===== config.mk =====
export PLATFORM = sky130hd
export DESIGN_NAME = iomem_timer
export DESIGN_NICKNAME = d
export VERILOG_FILES = /design/src/rtl/iomem_timer_pkg.sv /design/src/rtl/iomem_timer_prescaler.sv /design/src/rtl/iomem_timer.sv
export SDC_FILE = /design/constraint.sdc
export NUM_CORES = 1
export LEC_CHECK = 0
export ABC_AREA = 1
export BUFFER_PORTS_ARGS = -buffer_cell sky130_fd_sc_hd__buf_2
export CAP_MARGIN = 0
export CORE_ASPECT_RATIO = 0.5
export CORE_MARGIN = 8
export CORE_UTILIZATION = 35
export CTS_BUF_LIST = sky130_fd_sc_hd__clkbuf_16
export CTS_CLUSTER_DIAMETER = 200
export DETAILED_ROUTE_END_ITERATION = 6
export GPL_TIMING_DRIVEN = 0
export SLEW_MARGIN = 25
export SYNTH_ARGS = -nofsm -noshare
export SYNTH_HDL_FRONTEND = slang
export SYNTH_HIERARCHICAL = 1
export SYNTH_SLANG_ARGS = --single-unit

===== constraint.sdc =====
create_clock -name clk -period 1.85 [get_ports clk]
set_input_delay 0.0925 -clock clk [delete_from_list [all_inputs] [get_ports clk]]
set_output_delay 0.0925 -clock clk [all_outputs]
set_load 0.02 [all_outputs]

===== src/rtl/iomem_timer_pkg.sv =====
// rtl/iomem_timer_pkg.sv - register map, bit indices and bus FSM type for iomem_timer
package iomem_timer_pkg;

    localparam logic [7:0] OFF_CTRL     = 8'h00;
    localparam logic [7:0] OFF_PRESCALE = 8'h04;
    localparam logic [7:0] OFF_COUNT    = 8'h08;
    localparam logic [7:0] OFF_COMPARE  = 8'h0C;
    localparam logic [7:0] OFF_STATUS   = 8'h10;
    localparam logic [7:0] OFF_DUTY     = 8'h14;

    localparam int CTRL_EN          = 0;
    localparam int CTRL_AUTO_RELOAD = 1;
    localparam int CTRL_IRQ_EN      = 2;
    localparam int STATUS_MATCH     = 0;

    typedef enum logic {
        BUS_IDLE = 1'b0,
        BUS_ACK  = 1'b1
    } bus_state_e;

    function automatic logic [31:0] byte_merge(
        input logic [31:0] cur,
        input logic [31:0] wdata,
        input logic [3:0]  wstrb
    );
        logic [31:0] res;
        for (int b = 0; b < 4; b++) begin
            res[b*8 +: 8] = wstrb[b] ? wdata[b*8 +: 8] : cur[b*8 +: 8];
        end
        return res;
    endfunction

endpackage


===== src/rtl/iomem_timer_prescaler.sv =====
// rtl/iomem_timer_prescaler.sv - clock divider producing one tick every div+1 enabled clocks
module timer_prescaler
    import iomem_timer_pkg::*;
#(
    parameter int PRESCALE_WIDTH = 16
) (
    input  logic                      clk,
    input  logic                      rstn,
    input  logic                      en,
    input  logic                      clear,
    input  logic [PRESCALE_WIDTH-1:0] div,
    output logic                      tick
);

    logic [PRESCALE_WIDTH-1:0] pcnt_q;

    assign tick = en && (pcnt_q == div);

    always_ff @(posedge clk or negedge rstn) begin
        if (!rstn) begin
            pcnt_q <= '0;
        end else if (!en || clear || tick) begin
            pcnt_q <= '0;
        end else begin
            pcnt_q <= pcnt_q + 1'b1;
        end
    end

endmodule


===== src/rtl/iomem_timer.sv =====
// rtl/iomem_timer.sv - iomem-mapped prescaled compare timer; TIMER_PWM_EN adds DUTY register and pwm_out
module iomem_timer
    import iomem_timer_pkg::*;
#(
    parameter logic [31:0] BASE_ADDR      = 32'h0300_0000,
    parameter int          COUNT_WIDTH    = 32,
    parameter int          PRESCALE_WIDTH = 16
) (
    input  logic        clk,
    input  logic        rstn,
    input  logic        iomem_valid,
    output logic        iomem_ready,
    input  logic [31:0] iomem_addr,
    input  logic [31:0] iomem_wdata,
    input  logic [3:0]  iomem_wstrb,
    output logic [31:0] iomem_rdata,
    output logic        irq,
    output logic        pwm_out
);

    bus_state_e state_q, state_d;

    logic                      win_hit;
    logic                      accept;
    logic                      is_write;
    logic [7:0]                offset;
    logic [31:0]               rd_val;
    logic [31:0]               wr_val;
    logic [31:0]               rdata_q;

    logic [2:0]                ctrl_q;
    logic [PRESCALE_WIDTH-1:0] prescale_q;
    logic [COUNT_WIDTH-1:0]    count_q;
    logic [COUNT_WIDTH-1:0]    compare_q;
    logic                      match_q;

    logic wr_ctrl, wr_prescale, wr_count, wr_compare, wr_status;
    logic tick, cmp_hit, w1c_match;

    assign offset   = iomem_addr[7:0];
    assign win_hit  = (iomem_addr[31:8] == BASE_ADDR[31:8]);
    assign is_write = |iomem_wstrb;
    assign accept   = (state_q == BUS_IDLE) && iomem_valid && win_hit;

    assign wr_ctrl     = accept && is_write && (offset == OFF_CTRL);
    assign wr_prescale = accept && is_write && (offset == OFF_PRESCALE);
    assign wr_count    = accept && is_write && (offset == OFF_COUNT);
    assign wr_compare  = accept && is_write && (offset == OFF_COMPARE);
    assign wr_status   = accept && is_write && (offset == OFF_STATUS);
    // W1C looks only at the raw strobed byte; merging with the current value would self-clear
    assign w1c_match   = wr_status && iomem_wstrb[0] && iomem_wdata[STATUS_MATCH];

`ifdef TIMER_PWM_EN
    logic [COUNT_WIDTH-1:0] duty_q;
    logic                   pwm_q;
    logic                   wr_duty;

    assign wr_duty = accept && is_write && (offset == OFF_DUTY);
`endif

    always_comb begin
        rd_val = '0;
        case (offset)
            OFF_CTRL:     rd_val[2:0] = ctrl_q;
            OFF_PRESCALE: rd_val[PRESCALE_WIDTH-1:0] = prescale_q;
            OFF_COUNT:    rd_val[COUNT_WIDTH-1:0] = count_q;
            OFF_COMPARE:  rd_val[COUNT_WIDTH-1:0] = compare_q;
            OFF_STATUS:   rd_val[STATUS_MATCH] = match_q;
`ifdef TIMER_PWM_EN
            OFF_DUTY:     rd_val[COUNT_WIDTH-1:0] = duty_q;
`endif
            default:      rd_val = '0;
        endcase
    end

    // Byte strobes merge into the addressed register's current (zero-extended) value
    assign wr_val = byte_merge(rd_val, iomem_wdata, iomem_wstrb);

    always_ff @(posedge clk or negedge rstn) begin
        if (!rstn) begin
            state_q <= BUS_IDLE;
        end else begin
            state_q <= state_d;
        end
    end

    always_comb begin
        state_d = state_q;
        case (state_q)
            BUS_IDLE: if (iomem_valid && win_hit) state_d = BUS_ACK;
            BUS_ACK:  state_d = BUS_IDLE;
            default:  state_d = BUS_IDLE;
        endcase
    end

    assign iomem_ready = (state_q == BUS_ACK);
    assign iomem_rdata = rdata_q;

    always_ff @(posedge clk or negedge rstn) begin
        if (!rstn) begin
            rdata_q <= '0;
        end else if (accept) begin
            rdata_q <= rd_val;
        end
    end

    timer_prescaler #(
        .PRESCALE_WIDTH(PRESCALE_WIDTH)
    ) u_prescaler (
        .clk   (clk),
        .rstn  (rstn),
        .en    (ctrl_q[CTRL_EN]),
        .clear (wr_prescale),
        .div   (prescale_q),
        .tick  (tick)
    );

    assign cmp_hit = (count_q == compare_q);

    always_ff @(posedge clk or negedge rstn) begin
        if (!rstn) begin
            ctrl_q     <= '0;
            prescale_q <= '0;
            count_q    <= '0;
            compare_q  <= '0;
            match_q    <= 1'b0;
        end else begin
            if (wr_prescale) prescale_q <= wr_val[PRESCALE_WIDTH-1:0];
            if (wr_compare)  compare_q  <= wr_val[COUNT_WIDTH-1:0];

            // Bus writes take priority over the tick's update of the same register
            if (wr_ctrl) begin
                ctrl_q <= wr_val[2:0];
            end else if (tick && cmp_hit && !ctrl_q[CTRL_AUTO_RELOAD]) begin
                ctrl_q[CTRL_EN] <= 1'b0;
            end

            if (wr_count) begin
                count_q <= wr_val[COUNT_WIDTH-1:0];
            end else if (tick) begin
                if (cmp_hit) begin
                    if (ctrl_q[CTRL_AUTO_RELOAD]) count_q <= '0;
                end else begin
                    count_q <= count_q + 1'b1;
                end
            end

            if (tick && cmp_hit) begin
                match_q <= 1'b1;
            end else if (w1c_match) begin
                match_q <= 1'b0;
            end
        end
    end

    assign irq = match_q && ctrl_q[CTRL_IRQ_EN];

`ifdef TIMER_PWM_EN
    always_ff @(posedge clk or negedge rstn) begin
        if (!rstn) begin
            duty_q <= '0;
            pwm_q  <= 1'b0;
        end else begin
            if (wr_duty) duty_q <= wr_val[COUNT_WIDTH-1:0];
            pwm_q <= ctrl_q[CTRL_EN] && (count_q < duty_q);
        end
    end

    assign pwm_out = pwm_q;
`else
    assign pwm_out = 1'b0;
`endif

endmodule


==> impl_results.md, run 1 <==
- Post-synth EDFFs: 0
- Avg WL per Cell: 15.36 um
- Fmax: 524.9 MHz
- MaxCap Viol Count: 0
- Mapped cell area: 8917 um^2
- Syn nets: 1459
- Via-to-Cell Ratio: 4.665
- Async set or reset register ratio after synthesis: between 90% and 100%
- Num ports: 106
- CTS clk-pin slew, worst paths: 0.06 ns
- Slew HR: 42.77%
- Yosys cell types: 36
- Gr ovfl total: 0
- Syn-to-layout area delta: 23.43%
- Critical path class: reg2reg
- RSZ-0062 raised after global routing: true
- PD cells: 623.7 nW/um^2
- Top cell type's share of synthesized area: 37.32%
- Num CTS Buffers: 17
- Internal: 5.253 mW
- Seq/Total Area, Yosys: 37.32%
- Worst Path Required: 2.18 ns
- RD Place Congestion: roughly 0.94
- First-pass GRT wire length: ~46000 um
- Power after layout: 6.865 mW
- Std cell rows: just over 40
- Fin Setup TNS: -1.396 ns
- Min Hold Slack: 0.007140 ns
- Final setup viols: 31
- Clk Latency, worst-skew pair: 0.44 ns
- Maximum number of pins on one net before global-route repair: slightly above 80
- Status: complete, but fails checks
- Switch share: 23.48%
- CTS Sinks: about 130
- Cells after synthesis: 1386
- Yosys top cell by area: dfrtp_1
- Synthesized area per cell: 6.434 um^2
- Initial antenna violation count: 0
- Final worst-path setup slack: -0.05502 ns
- Initial core utilization: 35.48%
- Port bufs: 102
- 1st-iter DRT viols: 723
- Slew @ Worst Pin: 0.8495 ns
- WP data arrival: around 2.2 ns
- Sequential group share of total power: 42.4%
- Vias: 8817
- Final Cycle Share: 103.0%
- Cell area after layout: 11010 um^2
- DRC: 0
- Antenna fix cells: 0
- Ranking of synthesized cells by area: dfrtp_1, nand2_1, nand3_1, nor2_1, inv_1
- GRT Util Overall: 18.53%
- Failing checks: setup timing
- Clock root buffer: clkbuf_16
- Hold Startpoint: iomem_wdata[0]
- CP endpoint kind: register
- Fraction of layout cells with a size suffix above 1: 19.47%
- CP Launch Type: register
- Die Y: 128.9 um
- H-tree Lvls: 4
- Core area: 25140 um^2
- Comb pwr share: 4.5%
- Final Max Tran Viols: 0
- Clock group share of total power: 53.1%
- Lkg Pwr: 5.710 nW
- #FFs+latches synth: 133
- YS warnings: 6
- Clock Tree Buf Depth: 2
- DIE WIDTH: 241.7 um
- FF-to-FF Start: count_q[30]
- Cell area after placement: 9898 um^2
- Final wirelength: 29040 um
- Final Hold Vio Count: 0
- Nets: approximately 1600
- IR Drop Worst-Case VDD: ~0.69 mV
- TritonCTS clock tree: yes
- Detailed Routing Iterations Pass 1: 5
- Post-DP HPWL: 22100 um
- Crit. Startpoint: count_q[30]
- Critical path peak fanout: 10
- Vias in the first global route: 8385
- Switch Pwr: 1.612 mW
- Die footprint: 31150 um^2
- Clock period minus final worst setup slack: 1.905 ns
- Fin Clk Skew: 0.01069 ns
- HP Class: in2reg
- Post-route ant nets: 0
- Most used DFF post-synth: dfrtp_1
-- worst max-delay path, stage by stage, from the launching register on --
cell and delay [ns]:
dfrtp_1 0.41, xnor2_2 0.30, nand2_1 0.10, nor2_1 0.11, nand2_1 0.09, nor2_4 0.15
nand3_2 0.11, nand2_4 0.17, nand2_8 0.09, buf_8 0.15, nand2_1 0.06, nand2_1 0.04
-- area by class of cell --
| cell class | count | area [um^2] |
|---|---|---|
| buffer | 52 | 359.1 |
| inverter | 121 | 456.7 |
| multi-input combinational | 1073 | 4976 |
| tap | 344 | 430.4 |
| timing repair buffer | 136 | 827.0 |
| sequential | 133 | 3347 |
| clock inverter | 14 | 185.2 |
| fill | 2669 | 14130 |
| clock buffer | 17 | 425.4 |
-- metrics by stage --
step                cells  setup WS (ns)  util, %
finish               1890       -0.05502    43.79
global route         1890        -0.1623    43.79
CTS                  1889       -0.02316    43.44
detailed placement   1833        -0.3316    39.38
global placement     1832         -1.315    39.23
floorplan            1386        0.06424        -
-- state kept, by name, summed over array words and instances (netlist names) --
register,cells
prescale_q,16
compare_q,32
match_q,1
u_prescaler/pcnt_q,16
iomem_rdata,32
ctrl_q,3
count_q,32
iomem_ready,1
-- synthesized netlist by cell type, types with 6 or more instances --
master / instances
buf_2: 26
buf_4: 11
buf_6: 6
clkbuf_1: 7
dfrtp_1: 133
inv_1: 107
inv_2: 13
nand2_1: 676
nand2_2: 6
nand3_1: 112
nor2_1: 114
nor2_2: 21
o21ai_0: 23
o21ai_1: 26
xnor2_1: 35
xor2_1: 23
-- cells by family after synthesis --
| kind of cell | synth area share, % |
|---|---|
| compound gates | 2.975 |
| xor+xnor | 5.697 |
| fa+ha+maj | 0.2806 |
| buf+inv | 9.190 |
| flops | 37.32 |
| other cells | 0.04205 |
| simple gates | 44.49 |
-- layer usage --
layer,GRT usage [%],routed length (um)
met1,25.32,14070
met2,29.31,12850
met3,3.600,1459
met4,6.142,661
met5,0,0
-- placed cells by master (no fill, tap or decap), drive strengths merged --
cell | netlist | final
a31oi | 2 | 2
and2 | 1 | 1
and3b | 1 | 1
buf | 47 | 168
bufinv | 0 | 4
clkbuf | 12 | 26
clkinv | 0 | 5
clkinvlp | 0 | 4
conb | 1 | 1
dfrtp | 133 | 133
dlygate4sd3 | 0 | 11
ha | 2 | 2
inv | 121 | 122
nand2 | 684 | 684
nand3 | 117 | 117
nand3b | 3 | 3
nand4 | 7 | 7
nor2 | 139 | 139
nor3 | 7 | 7
nor3b | 1 | 1
o21ai | 49 | 49
o21bai | 1 | 1
xnor2 | 35 | 35
xor2 | 23 | 23
-- power groups by stage --
stage / Clock [mW] / Combinational, mW / Sequential, mW
finish: 3.65 / 0.310 / 2.91
global route: 3.80 / 0.348 / 2.91
CTS: 3.69 / 0.314 / 2.91
detailed placement: 0 / 0.294 / 2.96
global placement: 0 / 0.283 / 2.96
floorplan: 0 / 0.101 / 2.96
-- worst paths after layout --
path,endpoint,slack [ns],cells after the start
worst min register to register,iomem_rdata[18],0.47,2
worst max-delay path,count_q[18],-0.06,11
worst min-delay path,match_q,0.007,4
min in group asynchronous,iomem_rdata[21],0.15,2
max in group asynchronous,count_q[12],0.91,3
worst max register to register,count_q[18],-0.06,11
-- repair_timing --
| action | in CTS | in global routing |
|---|---|---|
| pin swaps | 14 | 3 |
| gates resized for setup | 46 | 22 |
| endpoints found under the setup margin | 77 | 65 |
| setup buffers | 19 | 3 |
| hold buffers | 11 | 0 |
| endpoints found under the hold margin | 61 | 0 |
No activity file was read; power rests on OpenSTA's default activity.
==> run 2, diff against run 1 <==
--- a/config.mk
+++ b/config.mk
@@ -8,6 +8,8 @@
 export ABC_AREA = 1
 export BUFFER_PORTS_ARGS = -buffer_cell sky130_fd_sc_hd__buf_2
 export CAP_MARGIN = 0
+export CELL_PAD_IN_SITES_DETAIL_PLACEMENT = 0
+export CELL_PAD_IN_SITES_GLOBAL_PLACEMENT = 1
 export CORE_ASPECT_RATIO = 0.5
 export CORE_MARGIN = 8
 export CORE_UTILIZATION = 35
@@ -15,6 +17,7 @@
 export CTS_CLUSTER_DIAMETER = 200
 export DETAILED_ROUTE_END_ITERATION = 6
 export GPL_TIMING_DRIVEN = 0
+export PLACE_DENSITY_LB_ADDON = 0.1
 export SLEW_MARGIN = 25
 export SYNTH_ARGS = -nofsm -noshare
 export SYNTH_HDL_FRONTEND = slang
==> impl_results.md, run 2 (same netlist as run 1, synthesis figures left out) <==
- CP endpoint kind: register (unchanged)
- Switch Pwr: 1.555 mW (was 1.612 mW)
- MaxCap Viol Count: 0 (unchanged)
- DIE WIDTH: 241.7 um (unchanged)
- Final Max Tran Viols: 0 (unchanged)
- Slew HR: 42.69% (was 42.77%)
- Die footprint: 31150 um^2 (unchanged)
- Clk Latency, worst-skew pair: 0.44 ns (about the same)
- Post-route ant nets: 0 (unchanged)
- Vias: 9199 (was 8817)
- Num CTS Buffers: 17 (unchanged)
- Initial core utilization: 35.48% (unchanged)
- Critical path class: reg2reg (unchanged)
- Detailed Routing Iterations Pass 1: 5 (unchanged)
- Final setup viols: 16 (was 31)
- Clock Tree Buf Depth: 2 (unchanged)
- Port bufs: 102 (unchanged)
- GRT Util Overall: 20.76% (was 18.53%)
- Fin Clk Skew: 0.006832 ns (was 0.01069 ns)
- Switch share: 23.36% (was 23.48%)
- Maximum number of pins on one net before global-route repair: 82 (was 83)
- Highest-count cells in the layout ignoring fill and taps: nand2_1, buf_2, dfrtp_1, inv_1, nor2_1 (was nand2_1, buf_2, dfrtp_1, nand3_1, nor2_1)
- Fraction of layout cells with a size suffix above 1: 25.74% (was 19.47%)
- RD Place Congestion: 0.9118 (was 0.9380)
- FILL cells: 2660 (was 2669)
- Pre-CTS WS: -0.4497 ns (was -0.3316 ns)
- WP data arrival: 2.19 ns (was 2.24 ns)
- Std cell rows: 41 (unchanged)
- Slew @ Worst Pin: 0.8506 ns (was 0.8495 ns)
- PD cells: 562.0 nW/um^2 (was 623.7 nW/um^2)
- Power after layout: 6.655 mW (was 6.865 mW)
- Placed insts: 1833 (unchanged)
- Sequential group share of total power: 43.7% (was 42.4%)
- Flop-to-flop setup slack: -0.01 ns (was -0.06 ns)
- 1st-iter DRT viols: 820 (was 723)
- DRC: 0 (unchanged)
- Gr ovfl total: 0 (unchanged)
- Initial antenna violation count: 0 (unchanged)
- Final Cycle Share: 100.6% (was 103.0%)
- Status: complete, but fails checks (unchanged)
- Nets: 1645 (was 1607)
- Final worst-path setup slack: -0.01027 ns (was -0.05502 ns)
- Num ports: 106 (unchanged)
- CP Launch Type: register (unchanged)
- Via-to-Cell Ratio: 4.769 (was 4.665)
- Worst Path Required: 2.18 ns (about the same)
- Antenna fix cells: 0 (unchanged)
- Final Hold Vio Count: 0 (unchanged)
- Die Y: 128.9 um (unchanged)
- Fmax: 537.6 MHz (was 524.9 MHz)
- Clock root buffer: clkbuf_16 (unchanged)
- Flip-flop and latch area: 3363 um^2 (was 3347 um^2)
- Most common cell after layout, fill and taps aside: nand2_1 (unchanged)
- H-tree Lvls: 4 (unchanged)
- Failing checks: setup timing (unchanged)
- Lkg Pwr: 6.004 nW (was 5.710 nW)
- CTS clk-pin slew, worst paths: 0.06 ns (about the same)
- Comb pwr share: 4.8% (was 4.5%)
- RSZ-0062 raised after global routing: true (unchanged)
- IR Drop Worst-Case VDD: 0.6762 mV (was 0.6906 mV)
- Post-DP HPWL: 24640 um (was 22100 um)
- HP Class: in2reg (unchanged)
- CTS Sinks: 133 (unchanged)
- Clock period minus final worst setup slack: 1.860 ns (was 1.905 ns)
- First-pass GRT wire length: 50110 um (was 45910 um)
- TritonCTS clock tree: yes (unchanged)
- Core area: 25140 um^2 (unchanged)
- Syn-to-layout area delta: 32.79% (was 23.43%)
- Internal: 5.101 mW (was 5.253 mW)
- Non-filler cells, final: 1929 (was 1890)
- Area of the multi-input gates: 5316 um^2 (was 4976 um^2)
- Vias in the first global route: 8696 (was 8385)
- Final wirelength: 32430 um (was 29040 um)
- Avg WL per Cell: 16.81 um (was 15.36 um)
- Min Hold Slack: 0.02900 ns (was 0.007140 ns)
- Critical path peak fanout: 5 (was 10)
- Clock group share of total power: 51.5% (was 53.1%)
## run 2: area by class of cell
type	count	area share, %
inverters	121	3.857
well taps	344	3.635
flip-flops and latches	133	28.40
clock buffers	17	3.593
repair buffers	180	11.20
clock inverters	15	1.247
multi-input cells	1073	44.90
plain buffers	46	3.170
## run 2: per-stage QoR
stage                     cell area (um^2)  setup TNS (ns)  util, %
after floorplan                       8920               0        -
after global placement                9861         -208.06    39.23
after detailed placement              9898          -29.29    39.38
after CTS                            11360          -1.501    45.19
after global routing                 11840          -3.354    47.11
final                                11840         -0.1188    47.11
## run 2: routing by layer
layer / part of all wire [%] / global-route usage, % / wire (um)
met1: 51 / 30.25 / 16450
met2: 43 / 31.26 / 13880
met3: 5.1 / 3.765 / 1641
met4: 1.4 / 5.542 / 463
met5: 0 / 0 / 0
## run 2: critical path: stages, from the launching register on
cell and delay, ns:
dfrtp_1 0.42, inv_2 0.11, o21ai_0 0.09, nor3_1 0.20
nand3b_1 0.15, nor2_4 0.21, nand2_4 0.13, buf_12 0.17
buf_16 0.14, nand3_2 0.05, nand2_1 0.06
## run 2: worst paths after layout
kind	end	start	cells after the start
hold reg to reg	iomem_rdata[21]	iomem_rdata[21]	2
setup reg to reg	count_q[3]	u_prescaler/pcnt_q[6]	10
hold / removal	compare_q[27]	iomem_wdata[27]	5
min in group asynchronous	iomem_rdata[8]	rstn	2
setup / recovery	count_q[3]	u_prescaler/pcnt_q[6]	10
max in group asynchronous	count_q[23]	rstn	3
## run 2: power groups by stage
stage / registers, mW / clock network (mW) / logic, mW
final: 2.91 / 3.42 / 0.322
after floorplan: 2.96 / 0 / 0.101
after global placement: 2.96 / 0 / 0.287
after CTS: 2.91 / 3.49 / 0.327
after detailed placement: 2.96 / 0 / 0.300
after global routing: 2.91 / 3.59 / 0.361
## run 2: timing repair
item,CTS,global route
gates resized for setup,97,78
buffers inserted,35,24
hold buffers,14,0
pin swaps,40,34
hold endpoints to repair,65,0
setup endpoints to repair,110,77
gates cloned,3,3
==> run 3, diff against run 2 <==
--- a/config.mk
+++ b/config.mk
@@ -18,6 +18,7 @@
 export DETAILED_ROUTE_END_ITERATION = 6
 export GPL_TIMING_DRIVEN = 0
 export PLACE_DENSITY_LB_ADDON = 0.1
+export SETUP_SLACK_MARGIN = 0.1
 export SLEW_MARGIN = 25
 export SYNTH_ARGS = -nofsm -noshare
 export SYNTH_HDL_FRONTEND = slang
==> impl_results.md, run 3 (same netlist as run 1, synthesis figures left out) <==
- Std cell rows: 41 (unchanged)
- Clock Tree Buf Depth: 2 (unchanged)
- Pre-CTS WS: -0.4353 ns (was -0.4497 ns)
- CP peak stage delay: 0.35 ns (was 0.42 ns)
- Post-route ant nets: 0 (unchanged)
- Antenna fix cells: 0 (unchanged)
- Placed insts: 1833 (unchanged)
- Crit path buffers/inverters: 2 (was 3)
- H-tree Lvls: 4 (unchanged)
- Avg WL per Cell: 16.80 um (was 16.81 um)
- Die footprint: 31150 um^2 (unchanged)
- Non-filler cells, final: 1912 (was 1929)
- 1st-iter DRT viols: 745 (was 820)
- Final setup viols: 32 (was 16)
- Highest-count cells in the layout ignoring fill and taps: nand2_1, buf_2, dfrtp_1, nand3_1 (was nand2_1, buf_2, dfrtp_1, inv_1, nor2_1)
- Most frequent CP cell: nand2_1
- Initial antenna violation count: 0 (unchanged)
- Slowest cell on crit path: dfrtp_1 (unchanged)
- Top delay family on crit path: simple AND/OR/NAND/NOR gates (unchanged)
- Final Max Tran Viols: 0 (unchanged)
- FILL cells: 2711 (was 2660)
- DRC: 0 (unchanged)
- Num CTS Buffers: 17 (unchanged)
- Gr ovfl total: 0 (unchanged)
- Lkg Pwr: 5.901 nW (was 6.004 nW)
- RSZ-0062 raised after global routing: true (unchanged)
- Port bufs: 102 (unchanged)
- Die Y: 128.9 um (unchanged)
- Met3 Wirelength: 1568 um (was 1641 um)
- TritonCTS clock tree: yes (unchanged)
- CP Launch Type: register (unchanged)
- IR Drop Worst-Case VDD: 0.6733 mV (was 0.6762 mV)
- Vias: 9036 (was 9199)
- HP Class: in2reg (unchanged)
- Final wirelength: 32120 um (was 32430 um)
- CP endpoint kind: register (unchanged)
- Failing checks: setup timing (unchanged)
- Status: complete, but fails checks (unchanged)
- Critical path peak fanout: 10 (was 5)
- Initial core utilization: 35.48% (unchanged)
- RD Place Congestion: 0.8992 (was 0.9118)
- Top Metal Used: met4 (unchanged)
- Syn-to-layout area delta: 27.53% (was 32.79%)
- Clk Latency, worst-skew pair: 0.45 ns (was 0.44 ns)
- Num ports: 106 (unchanged)
- Critical path cell sequence: buf_2, xnor2_1, nand2_1, nor2_1, nand2_1, nor2_4, nand3_2, nand2_4, nand2_8, buf_8, nand2_1, nand2_1 (was inv_2, o21ai_0, nor3_1, nand3b_1, nor2_4, nand2_4, buf_12, buf_16, nand3_2, nand2_1)
- Detailed Routing Iterations Pass 1: 5 (unchanged)
- Nets: 1628 (was 1645)
- Worst Path Required: 2.18 ns (about the same)
- Most common cell after layout, fill and taps aside: nand2_1 (unchanged)
- Final worst-path setup slack: -0.1216 ns (was -0.01027 ns)
- Clock period minus final worst setup slack: 1.972 ns (was 1.860 ns)
- Util after Layout: 45.24% (was 47.11%)
- CTS clk-pin slew, worst paths: 0.06 ns (about the same)
- Vias in the first global route: 8566 (was 8696)
- MaxCap Viol Count: 0 (unchanged)
- PD cells: 604.6 nW/um^2 (was 562.0 nW/um^2)
- Met2 wire length: 13440 um (was 13880 um)
- Final Hold Vio Count: 0 (unchanged)
- CTS Sinks: 133 (unchanged)
- WP data arrival: 2.30 ns (was 2.19 ns)
- First-pass GRT wire length: 49930 um (was 50110 um)
- Slew HR: 56.67% (was 42.69%)
- Slew @ Worst Pin: 0.6500 ns (was 0.8506 ns)
- Clock root buffer: clkbuf_16 (unchanged)
- Maximum number of pins on one net before global-route repair: 80 (was 82)
- Via-to-Cell Ratio: 4.726 (was 4.769)
- Fmax: 507.2 MHz (was 537.6 MHz)
- Fraction of layout cells with a size suffix above 1: 21.62% (was 25.74%)
- Core area: 25140 um^2 (unchanged)
- Metal-1 WL: 16680 um (was 16450 um)
- DIE WIDTH: 241.7 um (unchanged)
- Final Cycle Share: 106.6% (was 100.6%)
- GRT Util Overall: 20.68% (was 20.76%)
- Fin Clk Skew: 0.01248 ns (was 0.006832 ns)
- Post-DP HPWL: 24810 um (was 24640 um)
- Critical path class: reg2reg (unchanged)
==> run 3: worst register-to-register path, cell delays in order (launching register included) <==
cell and delay (ns):
dfrtp_1 0.35, buf_2 0.18, xnor2_1 0.16, nand2_1 0.09
nor2_1 0.10, nand2_1 0.09, nor2_4 0.20, nand3_2 0.12
nand2_4 0.17, nand2_8 0.11, buf_8 0.17, nand2_1 0.06
nand2_1 0.06
==> run 3: area by class of cell <==
class	count	area (um^2)	share of cell area [%]
Buffer	57	411.6	3.620
Tap cell	344	430.4	3.785
Timing Repair Buffer	152	1017	8.945
Inverter	121	456.7	4.016
Multi-Input combinational cell	1073	5095	44.80
Sequential cell	133	3349	29.45
Clock buffer	17	425.4	3.741
Clock inverter	15	186.4	1.639
==> run 3: layer usage <==
layer,track usage [%],vias up
met1,31.02,4232
met3,3.910,26
met5,0,-
li1,-,4568
met4,4.942,0
met2,30.12,210
==> run 3: stage by stage <==
stage	cell area [um^2]	total power, mW	hold slack [ns]	TNS (ns)
floorplan	8925	3.064	-0.2031	0
global placement	9866	3.253	0.4261	-209.58
detailed placement	9903	3.267	0.1383	-23.45
CTS	11040	6.958	0.005512	-1.229
global route	11370	7.106	0.06804	-6.006
finish	11370	6.875	0.02986	-2.731
==> run 3: timing repair <==
action	CTS	global route
resized for setup	55	53
buffers inserted	17	15
setup endpoints to repair	110	71
endpoints found under the hold margin	92	0
pin swaps	11	18
hold buffers	15	0
cloned	0	2
==> run 3: path summary, 6_finish.rpt <==
check / cells after the start / slack (ns) / startpoint / to
max in group asynchronous: 3 / 0.83 / rstn / compare_q[21]
worst min register to register: 2 / 0.47 / iomem_rdata[24] / iomem_rdata[24]
worst min-delay path: 5 / 0.03 / iomem_wdata[19] / compare_q[19]
min in group asynchronous: 2 / 0.24 / rstn / u_prescaler/pcnt_q[2]
worst max-delay path: 12 / -0.12 / count_q[3] / count_q[29]
worst max register to register: 12 / -0.12 / count_q[3] / count_q[29]
==> run 3: power breakdown <==
part	switching [mW]	internal, mW
Clock	1.40	2.24
Combinational	0.211	0.117
Sequential	0.0000000133	2.91
